[config.mk]
export PLATFORM = sky130hd
export DESIGN_NAME = onehot_decoder_seq
export DESIGN_NICKNAME = d
export VERILOG_FILES = /design/src/rtl/onehot_decoder_seq.sv
export SDC_FILE = /design/constraint.sdc
export NUM_CORES = 1
export LEC_CHECK = 0
export BUFFER_PORTS_ARGS = -buffer_cell sky130_fd_sc_hd__buf_2
export CAP_MARGIN = 20
export CORE_UTILIZATION = 25
export CTS_BUF_LIST = sky130_fd_sc_hd__clkbuf_4 sky130_fd_sc_hd__clkbuf_8
export CTS_CLUSTER_SIZE = 30
export DETAILED_ROUTE_END_ITERATION = 8
export PLACE_DENSITY = 0.53
export REMOVE_ABC_BUFFERS = 1
export SETUP_SLACK_MARGIN = 0.15
export SLEW_MARGIN = 20
export SYNTH_ARGS = -nofsm -noshare
export SYNTH_HDL_FRONTEND = slang
export SYNTH_SLANG_ARGS = --single-unit
[constraint.sdc]
create_clock -name clk -period 2.85 [get_ports clk]
set_clock_uncertainty 0.1 [all_clocks]
set_input_delay 0 -clock clk [delete_from_list [all_inputs] [get_ports clk]]
set_output_delay 0 -clock clk [all_outputs]
set_load 0.01 [all_outputs]
[src/rtl/onehot_decoder_seq.sv]
// Sequenced 3-to-8 decoder: codes arrive over valid/ready, queue in a small FIFO,
// and replay as one-hot pulses of HOLD_CYCLES followed by GAP_CYCLES of all-zero.
module onehot_decoder_seq #(
    parameter int HOLD_CYCLES = 4,
    parameter int GAP_CYCLES  = 1,
    parameter int DEPTH       = 4
) (
    input  logic                       clk,
    input  logic                       rst_n,
    input  logic                       clr,
    input  logic                       in_valid,
    output logic                       in_ready,
    input  logic [2:0]                 code,
    output logic [7:0]                 Y,
    output logic                       out_valid,
    output logic [2:0]                 out_code,
    output logic [$clog2(DEPTH):0]     level,
    output logic                       busy
);

    localparam int AW = $clog2(DEPTH);
    localparam int LW = AW + 1;

    typedef enum logic [1:0] {IDLE, HOLD, GAP} state_t;

    state_t          state_q, state_d;
    logic [7:0]      cnt_q, cnt_d;
    logic [7:0]      y_d;
    logic            ov_d;
    logic [2:0]      oc_d;
    logic            push, pop, load;
    logic [AW-1:0]   wr_ptr, rd_ptr;
    logic [2:0]      mem [DEPTH];
    logic [2:0]      head;

    assign in_ready = (level != LW'(DEPTH)) & ~clr;
    assign push     = in_valid & in_ready;
    assign head     = mem[rd_ptr];
    assign busy     = (state_q != IDLE) | (level != '0);

    always_ff @(posedge clk) begin
        if (push) begin
            mem[wr_ptr] <= code;
        end
    end

    // Full FIFO refuses input even if a pop happens this cycle (no pass-through).
    always_ff @(posedge clk or negedge rst_n) begin
        if (!rst_n) begin
            wr_ptr <= '0;
            rd_ptr <= '0;
            level  <= '0;
        end else if (clr) begin
            wr_ptr <= '0;
            rd_ptr <= '0;
            level  <= '0;
        end else begin
            if (push) wr_ptr <= wr_ptr + 1'b1;
            if (pop)  rd_ptr <= rd_ptr + 1'b1;
            level <= level + LW'(push) - LW'(pop);
        end
    end

    always_comb begin
        state_d = state_q;
        cnt_d   = cnt_q;
        y_d     = Y;
        ov_d    = out_valid;
        oc_d    = out_code;
        load    = 1'b0;
        pop     = 1'b0;
        if (clr) begin
            state_d = IDLE;
            cnt_d   = '0;
            y_d     = '0;
            ov_d    = 1'b0;
            oc_d    = '0;
        end else begin
            case (state_q)
                IDLE: begin
                    if (level != '0) load = 1'b1;
                end
                HOLD: begin
                    if (cnt_q != '0) begin
                        cnt_d = cnt_q - 8'd1;
                    end else begin
                        y_d     = '0;
                        ov_d    = 1'b0;
                        oc_d    = '0;
                        cnt_d   = 8'(GAP_CYCLES - 1);
                        state_d = GAP;
                    end
                end
                GAP: begin
                    if (cnt_q != '0) begin
                        cnt_d = cnt_q - 8'd1;
                    end else if (level != '0) begin
                        load = 1'b1;
                    end else begin
                        state_d = IDLE;
                    end
                end
                default: state_d = IDLE;
            endcase
            // Pop and output load share one edge, so GAP->HOLD needs no idle cycle.
            if (load) begin
                pop     = 1'b1;
                y_d     = 8'd1 << head;
                oc_d    = head;
                ov_d    = 1'b1;
                cnt_d   = 8'(HOLD_CYCLES - 1);
                state_d = HOLD;
            end
        end
    end

    always_ff @(posedge clk or negedge rst_n) begin
        if (!rst_n) begin
            state_q   <= IDLE;
            cnt_q     <= '0;
            Y         <= '0;
            out_valid <= 1'b0;
            out_code  <= '0;
        end else begin
            state_q   <= state_d;
            cnt_q     <= cnt_d;
            Y         <= y_d;
            out_valid <= ov_d;
            out_code  <= oc_d;
        end
    end

endmodule
==> results of run 1 <==
-- final cells by class --
class                           count  area, µm²  share of cell area
Sequential cell                    41       1090               0.446
Clock inverter                      3       17.5             0.00719
Inverter                           10       37.5              0.0154
Tap cell                          102        128              0.0524
Multi-Input combinational cell    117        891               0.366
Timing Repair Buffer               34        208              0.0853
Clock buffer                        5       68.8              0.0282
-- placed cells by master (no fill, tap or decap), types with 4 or more instances in the layout --
| master | n |
|---|---|
| inv_1 | 9 |
| nand2_1 | 14 |
| dfrtp_1 | 29 |
| nand3_1 | 5 |
| buf_4 | 7 |
| buf_2 | 23 |
| edfxtp_1 | 12 |
| nor2_1 | 16 |
| clkbuf_8 | 5 |
| and3_1 | 4 |
| a22o_1 | 8 |
| dlygate4sd3_1 | 4 |
| a21oi_1 | 15 |
| ha_1 | 10 |
-- metrics by stage --
step           hold WS (ns)  worst slack (ns)
3_3_place_gp       -0.00896             0.225
5_1_grt              0.0829             0.146
3_5_place_dp       -0.00598             0.208
6_report             0.0615             0.368
2_1_floorplan        -0.396             0.207
4_1_cts              0.0588             0.186
-- final timing paths --
| kind | startpoint | to | slack (ns) | cells past startpoint |
|---|---|---|---|---|
| min in group asynchronous | rst_n | Y[7] | 0.19 | 2 |
| setup / recovery | cnt_q[0] | level[2] | 0.37 | 13 |
| setup reg to reg | cnt_q[0] | level[2] | 0.37 | 13 |
| hold / removal | in_valid | wr_ptr[1] | 0.06 | 3 |
| max in group asynchronous | rst_n | cnt_q[0] | 2.02 | 2 |
| hold reg to reg | Y[6] | Y[6] | 0.40 | 1 |
-- power by group through the flow --
stage               Combinational [mW]  Sequential (mW)  Clock, mW
global route                      1.15            0.853      0.415
floorplan                        0.657            0.844          0
finish                            1.01            0.829      0.369
CTS                              0.993            0.831      0.386
global placement                 0.974            0.838          0
detailed placement               0.980            0.842          0
-- cells by family (layout without fill, tap and decap cells) --
family	Yosys count	count (layout)
mux	6	6
xor+xnor	4	4
compound gates	31	31
buf+inv	14	52
simple gates	64	64
fa+ha+maj	12	12
flops	41	41
-- repair_timing --
item | in CTS | in global routing
hold buffers | 4 | 0
gates resized for setup | 0 | 6
hold endpoints to repair | 41 | 0
setup endpoints to repair | 0 | 2
setup buffers | 0 | 1
-- state kept, by name (all words and copies together), names as in the netlist --
signal and flops:
wr_ptr 2, cnt_q 8, out_valid 1, Y 8, state_q 2, rd_ptr 2
mem 12, level 3, out_code 3
-- worst min-delay path, cell delays in order --
cell and delay (ns):
buf_2 0.11, and2_1 0.21, o31ai_1 0.09
-- metal layers --
| layer | global-route usage | wire (µm) | share of wire | vias up |
|---|---|---|---|---|
| li1 | - | - | - | 684 |
| met1 | 0.149 | 2060 | 0.51 | 664 |
| met2 | 0.160 | 1830 | 0.45 | 25 |
| met3 | 0.0249 | 139 | 0.034 | 2 |
| met4 | 0.0352 | 24 | 0.0059 | 0 |
| met5 | 0 | 0 | 0 | - |
==> summary.md, run 1 <==
| Metric | Value |
|---|---|
| Status | finished, final reports clean |
| Initial DRC count | 65 |
| Comb power frac | 0.458 |
| Max-slew violations | 0 |
| Placed Area | 0.00228 mm² |
| Root Buffer Master | clkbuf_8 |
| Worst Hold Class | in2reg |
| Mapped Area | 0.00202 mm² |
| WP data required | 2.92 ns |
| Endpoints failing hold | 0 |
| Via/cell ratio | 4.41 |
| Synthesis-to-finish area growth | 20.4% |
| H-tree lvl count | 2 |
| Peak per-stage delay on the critical path | 0.41 ns |
| Post-route ant nets | 0 |
| CP bufs+invs | 3 |
| CP max-delay cell | dfrtp_1 |
| Ant diodes | 0 |
| Ports | 24 |
| WL/cell | 13.0 µm |
| Tcrit/Tclk final | 0.871 |
| CTS tree | done |
| Synth top area share | 0.359 |
| Gr usage total | 0.106 |
| Drt total wl | 4.05 mm |
| Synth Register Bits | 41 |
| Clock transition at path regs | 0.08 ns |
| Initial antenna violation count | 0 |
| Crit-path leading delay family | adder cells |
| DRT Pass-1 Iters | 4 |
| Max-cap check violation count | 0 |
| Synth area leaders | dfrtp_1, edfxtp_1, ha_1 |
| Flop pwr share | 0.375 |
| Synth cell types | 44 |
| Post-Layout Cell Count | 312 |
| Worst-Skew Late Latency | 0.29 ns |
| Chip width | 92.0 µm |
| Relative slew slack | 0.541 |
| Final instance area | 0.00244 mm² |
| Final setup viols | 0 |
| Leak | 1.09 nW |
| Synth Warn # | 0 |
| RePlAce Congestion | 0.708 |
| Compound-gate portion of the synthesized area | 0.101 |
| Std-Cell Rows | 32 |
| Share of layout cells above drive strength 1 | 0.276 |
| Post-synth EDFFs | 12 |
| Setup CP Type | reg2reg |
| Fillers | 827 |
| Clock power frac | 0.167 |
| Port bufs | 23 |
| Worst slew pin tran | 0.688 ns |
| Power Internal | 1.35 mW |
| Clock sink count | 41 |
| Initial core utilization | 0.260 |
| Ys async rst share | 0.707 |
| Largest family of logic cells by synthesized area | simple AND/OR/NAND/NOR gates |
| Final min period | 2.48 ns |
| Area leader, netlist | dfrtp_1 |
| Clock buffer count from CTS | 5 |
| Worst Path Arrival | 2.56 ns |
| Core area | 0.00777 mm² |
| Cell Count Post-Placement | 299 |
| Synth Area per Inst | 11.8 µm² |
| Fin util | 0.314 |
| Power Dens Cells | 908 mW/mm² |
| Critical path endpoint category | flip-flop |
| Worst-path fanout max | 4 |
| Crit path cell chain | inv_2 -> ha_2 -> nor2b_4 -> nand4b_1 -> a21o_2 -> nor2_2 -> ha_1 -> inv_1 -> ha_1 -> inv_1 -> fa_1 -> xnor2_1 -> nor2_1 |
| Post-synthesis sequential area ratio | 0.537 |
| DR vias | 1375 |
| DRC viols | 0 |
| Mux cell area share after synthesis | 0.0513 |
| Synth Flop Type | dfrtp_1 |
| Bufs on Longest Clock Path | 2 |
| PnR Total Power | 2.21 mW |
| Fmax | 0.403 GHz |
| Count leader, synth | dfrtp_1 |
| Number of nets in the layout | 228 |
| RSZ-0062 raised after global routing | false |
| Die H | 92.0 µm |
| Grt total ovfl | 0 |
| Post-synth top cells | dfrtp_1, nor2_1, a21oi_1, nand2_1, edfxtp_1 |
| Largest net degree at the start of global routing | 30 |
| Sw Ratio | 0.391 |
| Post-DP HPWL | 2.88 mm |
| Post-Synthesis Cells | 172 |
| Switching pwr | 0.864 mW |
| Number of global-route vias before repair | 1337 |
| XOR/XNOR Fraction of Synth Area | 0.0173 |
| Adder-Cell Fraction of Synth Area | 0.0779 |
| First-pass GRT wire length | 6.84 mm |
| Post-synthesis simple-gate area fraction | 0.183 |
| Max VDD drop | 308 µV |
| Post-Route Setup TNS | 0 ns |
| Startpoint Class | flip-flop |
| Die area | 0.00846 mm² |
(Power assumes the default switching activity.)
==> run 2, diff against run 1 <==
--- a/config.mk
+++ b/config.mk
@@ -11,7 +11,6 @@
 export CTS_BUF_LIST = sky130_fd_sc_hd__clkbuf_4 sky130_fd_sc_hd__clkbuf_8
 export CTS_CLUSTER_SIZE = 30
 export DETAILED_ROUTE_END_ITERATION = 8
-export PLACE_DENSITY = 0.53
 export REMOVE_ABC_BUFFERS = 1
 export SETUP_SLACK_MARGIN = 0.15
 export SLEW_MARGIN = 20
==> summary.md, run 2 (synthesis results as in run 1) <==
| Metric | Value |
|---|---|
| Std-Cell Rows | 32 |
| Largest net degree at the start of global routing | 30 |
| Via/cell ratio | 4.39 |
| DRC viols | 0 |
| Largest Register | mem |
| Max VDD drop | 414 µV |
| Gr usage total | 0.104 |
| Fmax | 0.394 GHz |
| Die H | 92.0 µm |
| Leak | 1.11 nW |
| Fin util | 0.321 |
| Ports | 24 |
| Post-Route Setup TNS | 0 ns |
| CTS tree | done |
| Initial core utilization | 0.260 |
| Drt total wl | 4.07 mm |
| Max-slew violations | 0 |
| CP bufs+invs | 3 |
| Worst slew pin tran | 0.663 ns |
| Critical path endpoint category | flip-flop |
| Port bufs | 23 |
| DRT Pass-1 Iters | 4 |
| Worst Hold Class | in2reg |
| Clock buffer count from CTS | 5 |
| Post-DP HPWL | 2.93 mm |
| Chip width | 92.0 µm |
| WP data required | 2.93 ns |
| Relative slew slack | 0.558 |
| Status | finished, final reports clean |
| Core area | 0.00777 mm² |
| Tcrit/Tclk final | 0.892 |
| Final setup viols | 0 |
| CP max-delay cell | dfrtp_1 |
| Setup CP Type | reg2reg |
| Number of global-route vias before repair | 1402 |
| R2R Setup Slk | 0.31 ns |
| Largest regs | mem (12), Y (8), cnt_q (8) |
| First-pass GRT wire length | 6.88 mm |
| Number of nets in the layout | 231 |
| Hold worst-path end | wr_ptr[1] |
| DR vias | 1383 |
| Register area | 0.00109 mm² |
| Post-route ant nets | 0 |
| Worst Path Arrival | 2.62 ns |
| Largest register FFs | 12 |
| Bufs on Longest Clock Path | 2 |
| Root Buffer Master | clkbuf_8 |
| Crit-path leading delay family | adder cells |
| Worst-path fanout max | 4 |
| Worst-Skew Late Latency | 0.30 ns |
| Clock sink count | 41 |
| Most common cell after layout, fill and taps aside | dfrtp_1 |
| H-tree lvl count | 2 |
| Final min period | 2.54 ns |
| R2R Path End | level[2] |
| Reg2reg start | cnt_q[0] |
| Cell Count Post-Placement | 299 |
| RSZ-0062 raised after global routing | false |
| Crit path cell chain | inv_2 -> ha_2 -> nor2b_4 -> nand4b_1 -> a21o_2 -> nor2_2 -> ha_1 -> inv_1 -> ha_1 -> inv_1 -> fa_1 -> xnor2_1 -> nor2_1 |
| Grt total ovfl | 0 |
| Startpoint Class | flip-flop |
| Hold depth | 3 |
| WHS | 0.0348 ns |
| Endpoints failing hold | 0 |
| RePlAce Congestion | 0.769 |
| Initial DRC count | 129 |
| Ant diodes | 0 |
| Hold Startpoint | in_valid |
| Share of layout cells above drive strength 1 | 0.286 |
| Area of the multi-input gates | 891 µm² |
| Clock transition at path regs | 0.08 ns |
| WL/cell | 12.9 µm |
| Post-Layout Cell Count | 315 |
| Fillers | 819 |
| Die area | 0.00846 mm² |
| Max-cap check violation count | 0 |
| Initial antenna violation count | 0 |
| PnR Total Power | 2.36 mW |
| Power Dens Cells | 949 mW/mm² |
| Most frequent cells in the layout | dfrtp_1, buf_2, nor2_1 |
| Reg2Reg Depth | 13 |
| Synthesis-to-finish area growth | 23.2% |
| Peak per-stage delay on the critical path | 0.41 ns |
[run 2: per-layer routing]
layer	vias to the layer above	part of all wire	GRT usage
met5	-	0	0
met4	0	0.015	0.0443
met3	8	0.043	0.0282
met2	29	0.45	0.157
met1	653	0.49	0.141
li1	693	-	-
[run 2: area by class of cell]
type	instances	share of cell area
multi-input cells	117	0.357
inverters	10	0.0151
clock inverters	2	0.0151
clock buffers	6	0.0331
repair buffers	37	0.0924
well taps	102	0.0512
flip-flops and latches	41	0.436
[run 2: timing repair]
action	in CTS	in global routing
hold buffers	4	0
resized for setup	0	6
hold endpoints to repair	41	0
setup buffers	0	4
setup endpoints to repair	0	2
[run 2: how the worst max path moves through the flow]
stage                        start        to  cells past startpoint
after floorplan           cnt_q[0]  level[2]                     13
after global placement    cnt_q[0]  level[2]                     13
after detailed placement  cnt_q[0]  level[2]                     13
after CTS                 cnt_q[0]  level[2]                     13
after global routing      cnt_q[0]  level[2]                     13
final                     cnt_q[0]  level[2]                     13
[run 2: per-stage QoR]
step	setup slack (ns)	area (µm²)
floorplan	0.207	2000
global placement	0.245	2280
global route	0.130	2490
finish	0.309	2490
detailed placement	0.169	2280
CTS	0.163	2440
[run 2: tightest hold or removal path, stage by stage]
cell,delay (ns)
buf_2,0.11
and2_1,0.20
o31ai_1,0.08
[run 2: report_power, final]
part	switching (mW)	internal (mW)
sequential	0.110	0.720
combinational	0.563	0.481
clock	0.207	0.285
